$ cat config.mk
export PLATFORM = sky130hd
export DESIGN_NAME = fetch_stage
export DESIGN_NICKNAME = d
export VERILOG_FILES = /design/src/rtl/fetch_pkg.sv /design/src/rtl/fetch_if.sv /design/src/rtl/ifid_reg.sv /design/src/rtl/fetch_stage.sv
export SDC_FILE = /design/constraint.sdc
export NUM_CORES = 1
export LEC_CHECK = 0
export BUFFER_PORTS_ARGS = -buffer_cell sky130_fd_sc_hd__buf_2
export CORE_MARGIN = 1.5
export CORE_UTILIZATION = 30
export DETAILED_ROUTE_END_ITERATION = 8
export RECOVER_POWER = 50
export SLEW_MARGIN = 20
export SYNTH_ARGS = -nofsm -noshare
export SYNTH_HDL_FRONTEND = slang
export SYNTH_SLANG_ARGS = --single-unit
$ cat constraint.sdc
create_clock -name clk -period 1.3 [get_ports clk]
set_input_delay 0.065 -clock clk [delete_from_list [all_inputs] [get_ports clk]]
set_output_delay 0.065 -clock clk [all_outputs]
set_load 0.01 [all_outputs]
$ cat src/rtl/fetch_pkg.sv
// rtl/fetch_pkg.sv - shared constants and FSM state type for the fetch stage
package fetch_pkg;

    localparam int OPC_W = 7;
    localparam logic [31:0] NOP    = 32'h0000_0013;
    localparam logic [31:0] EBREAK = 32'h0010_0073;

    typedef enum logic [1:0] {
        BOOT = 2'd0,
        RUN  = 2'd1,
        HALT = 2'd2
    } fetch_state_t;

endpackage

$ cat src/rtl/fetch_if.sv
// rtl/fetch_if.sv - IF/ID register control and contents bundle
interface fetch_if #(
    parameter int PC_W  = 9,
    parameter int INS_W = 32
);
    logic             load;
    logic             bubble;
    logic [PC_W-1:0]  pc_in;
    logic [INS_W-1:0] instr_in;
    logic             valid;
    logic [PC_W-1:0]  pc;
    logic [INS_W-1:0] instr;

    modport master (output load, bubble, pc_in, instr_in, input valid, pc, instr);
    modport slave  (input load, bubble, pc_in, instr_in, output valid, pc, instr);
endinterface

$ cat src/rtl/ifid_reg.sv
// rtl/ifid_reg.sv - IF/ID pipeline register with load / bubble / hold controls
module ifid_reg
    import fetch_pkg::*;
#(
    parameter int PC_W  = 9,
    parameter int INS_W = 32
) (
    input logic    clk,
    input logic    reset,
    fetch_if.slave ifid
);

    // bubble wins over load; neither asserted means hold
    always_ff @(posedge clk) begin
        if (reset || ifid.bubble) begin
            ifid.valid <= 1'b0;
            ifid.pc    <= '0;
            ifid.instr <= INS_W'(NOP);
        end else if (ifid.load) begin
            ifid.valid <= 1'b1;
            ifid.pc    <= ifid.pc_in;
            ifid.instr <= ifid.instr_in;
        end
    end

endmodule

$ cat src/rtl/fetch_stage.sv
// rtl/fetch_stage.sv - PC, next-PC selection and BOOT/RUN/HALT control (option: FETCH_MISALIGN_CHK_EN)
module fetch_stage
    import fetch_pkg::*;
#(
    parameter int PC_W  = 9,
    parameter int INS_W = 32
) (
    input  logic             clk,
    input  logic             reset,
    input  logic             stall_i,
    input  logic             flush_i,
    input  logic             redirect_i,
    input  logic [PC_W-1:0]  redirect_pc_i,
    output logic [PC_W-1:0]  imem_addr_o,
    input  logic [INS_W-1:0] imem_rdata_i,
    output logic             ifid_valid_o,
    output logic [PC_W-1:0]  ifid_pc_o,
    output logic [INS_W-1:0] ifid_instr_o,
    output logic [OPC_W-1:0] ifid_opcode_o,
    output logic             halted_o,
    output logic             misalign_o
);

    fetch_if #(.PC_W(PC_W), .INS_W(INS_W)) ifid_bus ();

    ifid_reg #(.PC_W(PC_W), .INS_W(INS_W)) u_ifid (
        .clk   (clk),
        .reset (reset),
        .ifid  (ifid_bus)
    );

    fetch_state_t    state_q, state_d;
    logic [PC_W-1:0] pc_q, pc_d;
    logic [PC_W-1:0] pc_plus4;
    logic [PC_W-1:0] redirect_tgt;

    assign pc_plus4 = pc_q + PC_W'(4);

`ifdef FETCH_MISALIGN_CHK_EN
    logic misalign_q;
    logic misalign_set;
    logic misaligned;

    assign redirect_tgt = redirect_pc_i;
    assign misaligned   = |redirect_pc_i[1:0];
    assign misalign_o   = misalign_q;

    always_ff @(posedge clk) begin
        if (reset)
            misalign_q <= 1'b0;
        else if (misalign_set)
            misalign_q <= 1'b1;
    end
`else
    logic unused_redirect_lsbs;

    assign redirect_tgt         = {redirect_pc_i[PC_W-1:2], 2'b00};
    assign unused_redirect_lsbs = ^redirect_pc_i[1:0];
    assign misalign_o           = 1'b0;
`endif

    always_ff @(posedge clk) begin
        if (reset) begin
            state_q <= BOOT;
            pc_q    <= '0;
        end else begin
            state_q <= state_d;
            pc_q    <= pc_d;
        end
    end

    always_comb begin
        state_d         = state_q;
        pc_d            = pc_q;
        ifid_bus.load   = 1'b0;
        ifid_bus.bubble = 1'b0;
`ifdef FETCH_MISALIGN_CHK_EN
        misalign_set    = 1'b0;
`endif
        case (state_q)
            BOOT: begin
                ifid_bus.bubble = 1'b1;
                state_d         = RUN;
            end
            RUN: begin
                if (redirect_i) begin
                    ifid_bus.bubble = 1'b1;
`ifdef FETCH_MISALIGN_CHK_EN
                    if (misaligned) begin
                        misalign_set = 1'b1;
                        state_d      = HALT;
                    end else begin
                        pc_d = redirect_tgt;
                    end
`else
                    pc_d = redirect_tgt;
`endif
                end else if (stall_i) begin
                    pc_d = pc_q;
                end else if (flush_i) begin
                    ifid_bus.bubble = 1'b1;
                    pc_d            = pc_plus4;
                end else begin
                    ifid_bus.load = 1'b1;
                    pc_d          = pc_plus4;
                    if (imem_rdata_i == INS_W'(EBREAK))
                        state_d = HALT;
                end
            end
            HALT: begin
                ifid_bus.bubble = 1'b1;
            end
            default: begin
                ifid_bus.bubble = 1'b1;
                state_d         = BOOT;
            end
        endcase
    end

    assign ifid_bus.pc_in    = pc_q;
    assign ifid_bus.instr_in = imem_rdata_i;

    assign imem_addr_o   = pc_q;
    assign ifid_valid_o  = ifid_bus.valid;
    assign ifid_pc_o     = ifid_bus.pc;
    assign ifid_instr_o  = ifid_bus.instr;
    assign ifid_opcode_o = ifid_bus.instr[OPC_W-1:0];
    assign halted_o      = (state_q == HALT);

endmodule

After elaboration in Yosys (flattened, before gate mapping) --
Index checks and enable logic that the tools add are counted.
Operators by class: reduce and logical (&&, ||, !) cells 4, $add $sub $neg 1, equal/unequal tests 8, muxes and demuxes 15, bitwise logic cells 1
Operator list (number):
- 32-bit by 21-bit equality test with 1-bit output, second input constant | 1
- 9-bit two-way mux | 2
- 9-bit by 3-bit adder with 9-bit output, second input constant | 1
- 1-bit two-way mux | 8
- 2-bit two-way mux | 4
- 2-bit != test, second input constant | 4
- 2-bit one-hot mux with 3 select lines | 1
- 5-bit AND reduction | 1
- 2-bit by 1-bit equality test with 1-bit output, second input constant | 1
- 2-bit equality test, second input constant | 1
- 2-bit zero test | 1
- 2-bit by 1-bit != test with 1-bit output, second input constant | 1
- 2-bit AND reduction | 1
- 1-bit logical OR | 1
- 1-bit NOT | 1
Word-level totals: bits of input ports 46, output and inout port bits 60, bits in registers 53, word-level logic and storage cells 34

Logic depth before layout (Yosys ltp) --
depth in word-level cells 6, gate-level depth with buffers 6, depth with buffers taken out 5

By module --
From an unflattened synthesis, not the netlist that was laid out.
Second synthesis, totals: cell total of the unflattened synthesis 229, area total of the unflattened synthesis 2187.1 um2
Modules (own cells, without submodules):
- ifid_reg | cells an instance 137, area an instance 1505.2 um2, times used 1
- fetch_stage | cells an instance 92, area an instance 681.9 um2, times used 1

Worst setup path before layout --
No wires, ideal clock.
path type reg-to-reg, from register state_q[0], to register u_ifid.ifid.instr[0], clock period less this slack 1.220 ns, slack 0.080 ns, arrival 1.098 ns, required time 1.178 ns, stages on the path, launching flop included 7, path buffers 2, cells stage by stage dfxtp_1 nor4b_4 nand2b_1 buf_2 buf_6 nand2_1 nand3b_1
Between the ends: longest elaborated chain between the ends 3
Ends and longest elaborated chain:
- from (decl) | RTL line fetch_stage.sv:32 | fetch_state_t state_q, state_d;
- from (signal assigned) | RTL line fetch_stage.sv:67 | state_q <= state_d;
- 2-bit by 1-bit equality test with 1-bit output (*) | RTL line fetch_stage.sv:80 | case (state_q)
- 1-bit two-way mux | RTL line fetch_stage.sv:80
- 1-bit logical OR | RTL line ifid_reg.sv:15 | if (reset || ifid.bubble) begin
- to (signal assigned) | RTL line ifid_reg.sv:18 | ifid.instr <= INS_W'(NOP);
- to (signal assigned) | RTL line ifid_reg.sv:22 | ifid.instr <= ifid.instr_in;
- to (decl) | RTL line fetch_if.sv:15 | modport slave (input load, bubble, pc_in, instr_in, output valid, pc, instr);
Every way passes the cells marked *; elsewhere a longest branch is shown, timed or not. A chain may end at the register's enable or synchronous reset.

Worst setup path after layout --
from register state_q[0], to register u_ifid.ifid.instr[23]
Same word-level chain as after synthesis.

==> results.py <==
metrics = {
    "pwr": {
        "seq_power_share_pct": 54.3,
        "swShare_pct": 26.0,
        "combPwrFrac_pct": 12.8,
        "p_leak_nw": 1.22,
        "power_density_nw_per_um2": 903,
        "pwr-share-clk_pct": 32.8,
        "ir_drop_mv": 0.402,
        "switching_power_uw": 736,
        "p_int_mw": 2.09,
        "finalPower_mw": 2.83,
    },
    "synth": {
        "synth_top_family_by_area": "simple AND/OR/NAND/NOR gates",
        "ys.warnings.count": 0,
        "synthMuxAreaShare_pct": 0.470,
        "synthMostInstantiatedCell": "nand2_1",
        "synth.avg_cell_area_um2": 8.03,
        "synth_xor_area_share_pct": 0,
        "synth_fa_ha_area_share_pct": 0.588,
        "synth_edf_count": 0,
        "syn-cell-area_um2": 2130,
        "synth_compound_area_share_pct": 15.0,
        "ys_seq_area_share_pct": 46.1,
        "synth_area_leaders": "dfxtp_1 (46%), nand2_1 (15%), a21oi_1 (9.4%), buf_4 (4.9%), buf_6 (2.6%)",
        "ys_ff_latch": 49,
        "syn_inst": 265,
        "yosysTopAreaCellShare_pct": 46.1,
        "synth_flop_cell": "dfxtp_1",
        "ys_async_sr_fraction_pct": 0,
        "synth_top_cells_by_count": "nand2_1 (86), dfxtp_1 (49), a21oi_1 (40)",
        "yosys.area_share.simple_pct": 28.0,
        "synth_cell_type_count": 37,
        "synth_area_leader_cell": "dfxtp_1",
    },
    "route": {
        "viasPerCell": 4.56,
        "dr_wl_met2_um": 2960,
        "m1WireLength_um": 2720,
        "via_count": 2210,
        "wl_met3_um": 376,
        "drt_iter0_markers": 50,
        "wirelength_um": 6110,
        "dr.pass1.iters": 4,
        "top_layer": "met4",
        "ant_nets": 0,
        "wl_per_cell_um": 12.6,
        "drc": 0,
    },
    "placement": {
        "gp_congestion": 0.747,
        "dp_hpwl_um": 3870,
        "dp.cells": 448,
        "place_ws_ns": -0.00816,
        "io_buffers": 98,
        "post_dp_cell_area_um2": 2680,
    },
    "die": {
        "start_util_pct": 31.2,
        "core_um2": 6830,
        "rows": 30,
        "die_x_um": 87.2,
        "die_area_um2": 7610,
        "die_y_um": 87.2,
        "pin_count": 106,
    },
    "clock_tree": {
        "clkSlewWorstSetupHoldPaths_ns": 0.10,
        "cts_buffer_depth": 2,
        "cts-htree-levels": 2,
        "cts_root_buffer": "clkbuf_8",
        "clk_latency_ns": 0.30,
        "cts_buffers": 5,
        "clock_sinks": 49,
        "cts_setup_buffers": 0,
        "cts_tree": "done",
    },
    "min_path": {
        "worstHoldStart": "imem_rdata_i[3]",
        "hold_class": "primary input to flop",
        "hold_path_depth": 3,
        "hold_end": "u_ifid.ifid.instr[3]",
    },
    "critical_path": {
        "worstPathArrival_ns": 1.57,
        "timing.rr.end": "u_ifid.ifid.instr[23]",
        "cp_top_family": "simple AND/OR/NAND/NOR gates",
        "regToRegStartpoint": "state_q[0]",
        "cpPeakStageDelay_ns": 0.37,
        "slowest_stage": "dfxtp_2",
        "rrSetupSlack_ns": -0.03,
        "start_kind": "flop",
        "reg2reg_depth": 5,
        "worstPathCellList": "nor4b_4 > and2b_4 > clkbuf_16 > nand2_1 > a21oi_1",
        "critPathCaptureType": "flop",
        "cp_max_fo": 14,
        "required_ns": 1.54,
        "worstSetupPathType": "flop to flop",
        "worst-path-buf-inv": 1,
        "path_depth": 5,
    },
    "sta": {
        "fmax_ghz": 0.754,
        "finalSetupViolations": 17,
        "drv_slew": 0,
        "clock_skew_ns": 0.00781,
        "period_share_pct": 102,
        "finalSetupTns_ns": -0.134,
        "min_period_ns": 1.33,
        "finalHoldViolCount": 0,
        "fin_ws_ns": -0.0266,
        "rsz0062_at_grt": "true",
    },
    "global_route": {
        "antenna_found_initial": 0,
        "grt_max_degree": 29,
        "grt_pass1_vias": 1963,
        "overflow": 0,
        "track_usage_pct": 14.8,
        "grt_first_pass_wirelength_um": 8910,
    },
    "cells_and_area": {
        "n_antenna_cell": 0,
        "final_area_um2": 3130,
        "drive_gt1_share_pct": 29.0,
        "nNetsFinal": 435,
        "fillers": 723,
        "synthToLayoutAreaGrowth_pct": 47.0,
        "instances_no_fill": 485,
    },
    "status": {
        "outcome": "finished with violations",
        "violations": "negative setup slack",
    },
    "job": {
        "cap_viol_max_count": 0,
    },
}
cell type report:
cell class,instances,area [µm²],area share (%)
clock buffers,5,68.8,2.20
clock inverters,3,21.3,0.680
inverters,1,3.75,0.120
multi-input cells,191,1030,33.0
flip-flops and latches,49,985,31.5
well taps,96,120,3.84
repair buffers,140,898,28.7
layer usage:
layer / track usage, % / up-vias
met3: 3.98 / 4
met1: 18.0 / 1019
met4: 3.46 / 0
li1: - / 1119
met2: 25.9 / 68
met5: 0 / -
tightest hold or removal path: stages:
cell and delay, ns:
buf_2 0.12, nand2_4 0.05, a21oi_2 0.04
power by group through the flow:
stage          Sequential [mW]  Clock (mW)  Combinational [mW]
3_5_place_dp              1.57           0               0.275
2_1_floorplan             1.58           0               0.142
3_3_place_gp              1.57           0               0.273
6_report                  1.54       0.928               0.363
4_1_cts                   1.54       0.972               0.337
5_1_grt                   1.54        1.01               0.397
registers in the layout, summed over array words and instances (netlist names):
name	count
state_q	2
u_ifid.ifid.valid	1
u_ifid.ifid.instr	32
imem_addr_o	7
u_ifid.ifid.pc	7
repair_timing:
action                                  CTS  global route
hold buffers                             27             0
cloned                                    0             2
endpoints found under the setup margin   27            39
resized for setup                         1            21
endpoints found under the hold margin    27             0
pin swaps                                 0             1
how the worst max path moves through the flow:
| stage | start | endpoint |
|---|---|---|
| detailed placement | state_q[0] | u_ifid.ifid.instr[18] |
| CTS | state_q[1] | halted_o |
| global placement | state_q[0] | u_ifid.ifid.instr[21] |
| floorplan | state_q[0] | u_ifid.ifid.instr[0] |
| finish | state_q[0] | u_ifid.ifid.instr[23] |
| global route | state_q[0] | u_ifid.ifid.instr[25] |
stage by stage:
step	hold slack [ns]	util [%]
after global placement	0.291	39.2
after floorplan	0.189	-
after global routing	0.00214	45.8
final	0.00918	45.8
after CTS	0.00192	44.5
after detailed placement	0.291	39.2
placed cells by master, fill, tap and decap left out, types with 2 or more instances in the layout:
| cell | Yosys | final |
|---|---|---|
| o21ai_0 | 5 | 5 |
| a21oi_2 | 0 | 6 |
| nand2_2 | 0 | 4 |
| nor2_1 | 11 | 11 |
| buf_4 | 14 | 10 |
| nand2_4 | 0 | 2 |
| nand2_1 | 86 | 80 |
| nor2b_1 | 3 | 3 |
| clkbuf_1 | 5 | 31 |
| a21oi_1 | 40 | 34 |
| dfxtp_2 | 0 | 3 |
| o2bb2ai_1 | 2 | 2 |
| nor4_1 | 5 | 3 |
| nand3b_1 | 4 | 4 |
| a22oi_1 | 2 | 2 |
| buf_12 | 0 | 2 |
| buf_2 | 4 | 67 |
| and3_1 | 2 | 2 |
| clkbuf_8 | 0 | 5 |
| a22o_1 | 2 | 2 |
| dlygate4sd3_1 | 0 | 27 |
| clkbuf_16 | 0 | 2 |
| nor4b_1 | 2 | 2 |
| conb_1 | 1 | 5 |
| nand2b_1 | 4 | 4 |
| nor3_1 | 2 | 2 |
| dfxtp_1 | 49 | 46 |
logic make-up after synthesis:
family          count (synthesis)
flops                          49
simple gates                  127
compound gates                 57
buf+inv                        29
other cells                     1
fa+ha+maj                       1
mux                             1
(Power assumes the default switching activity.)
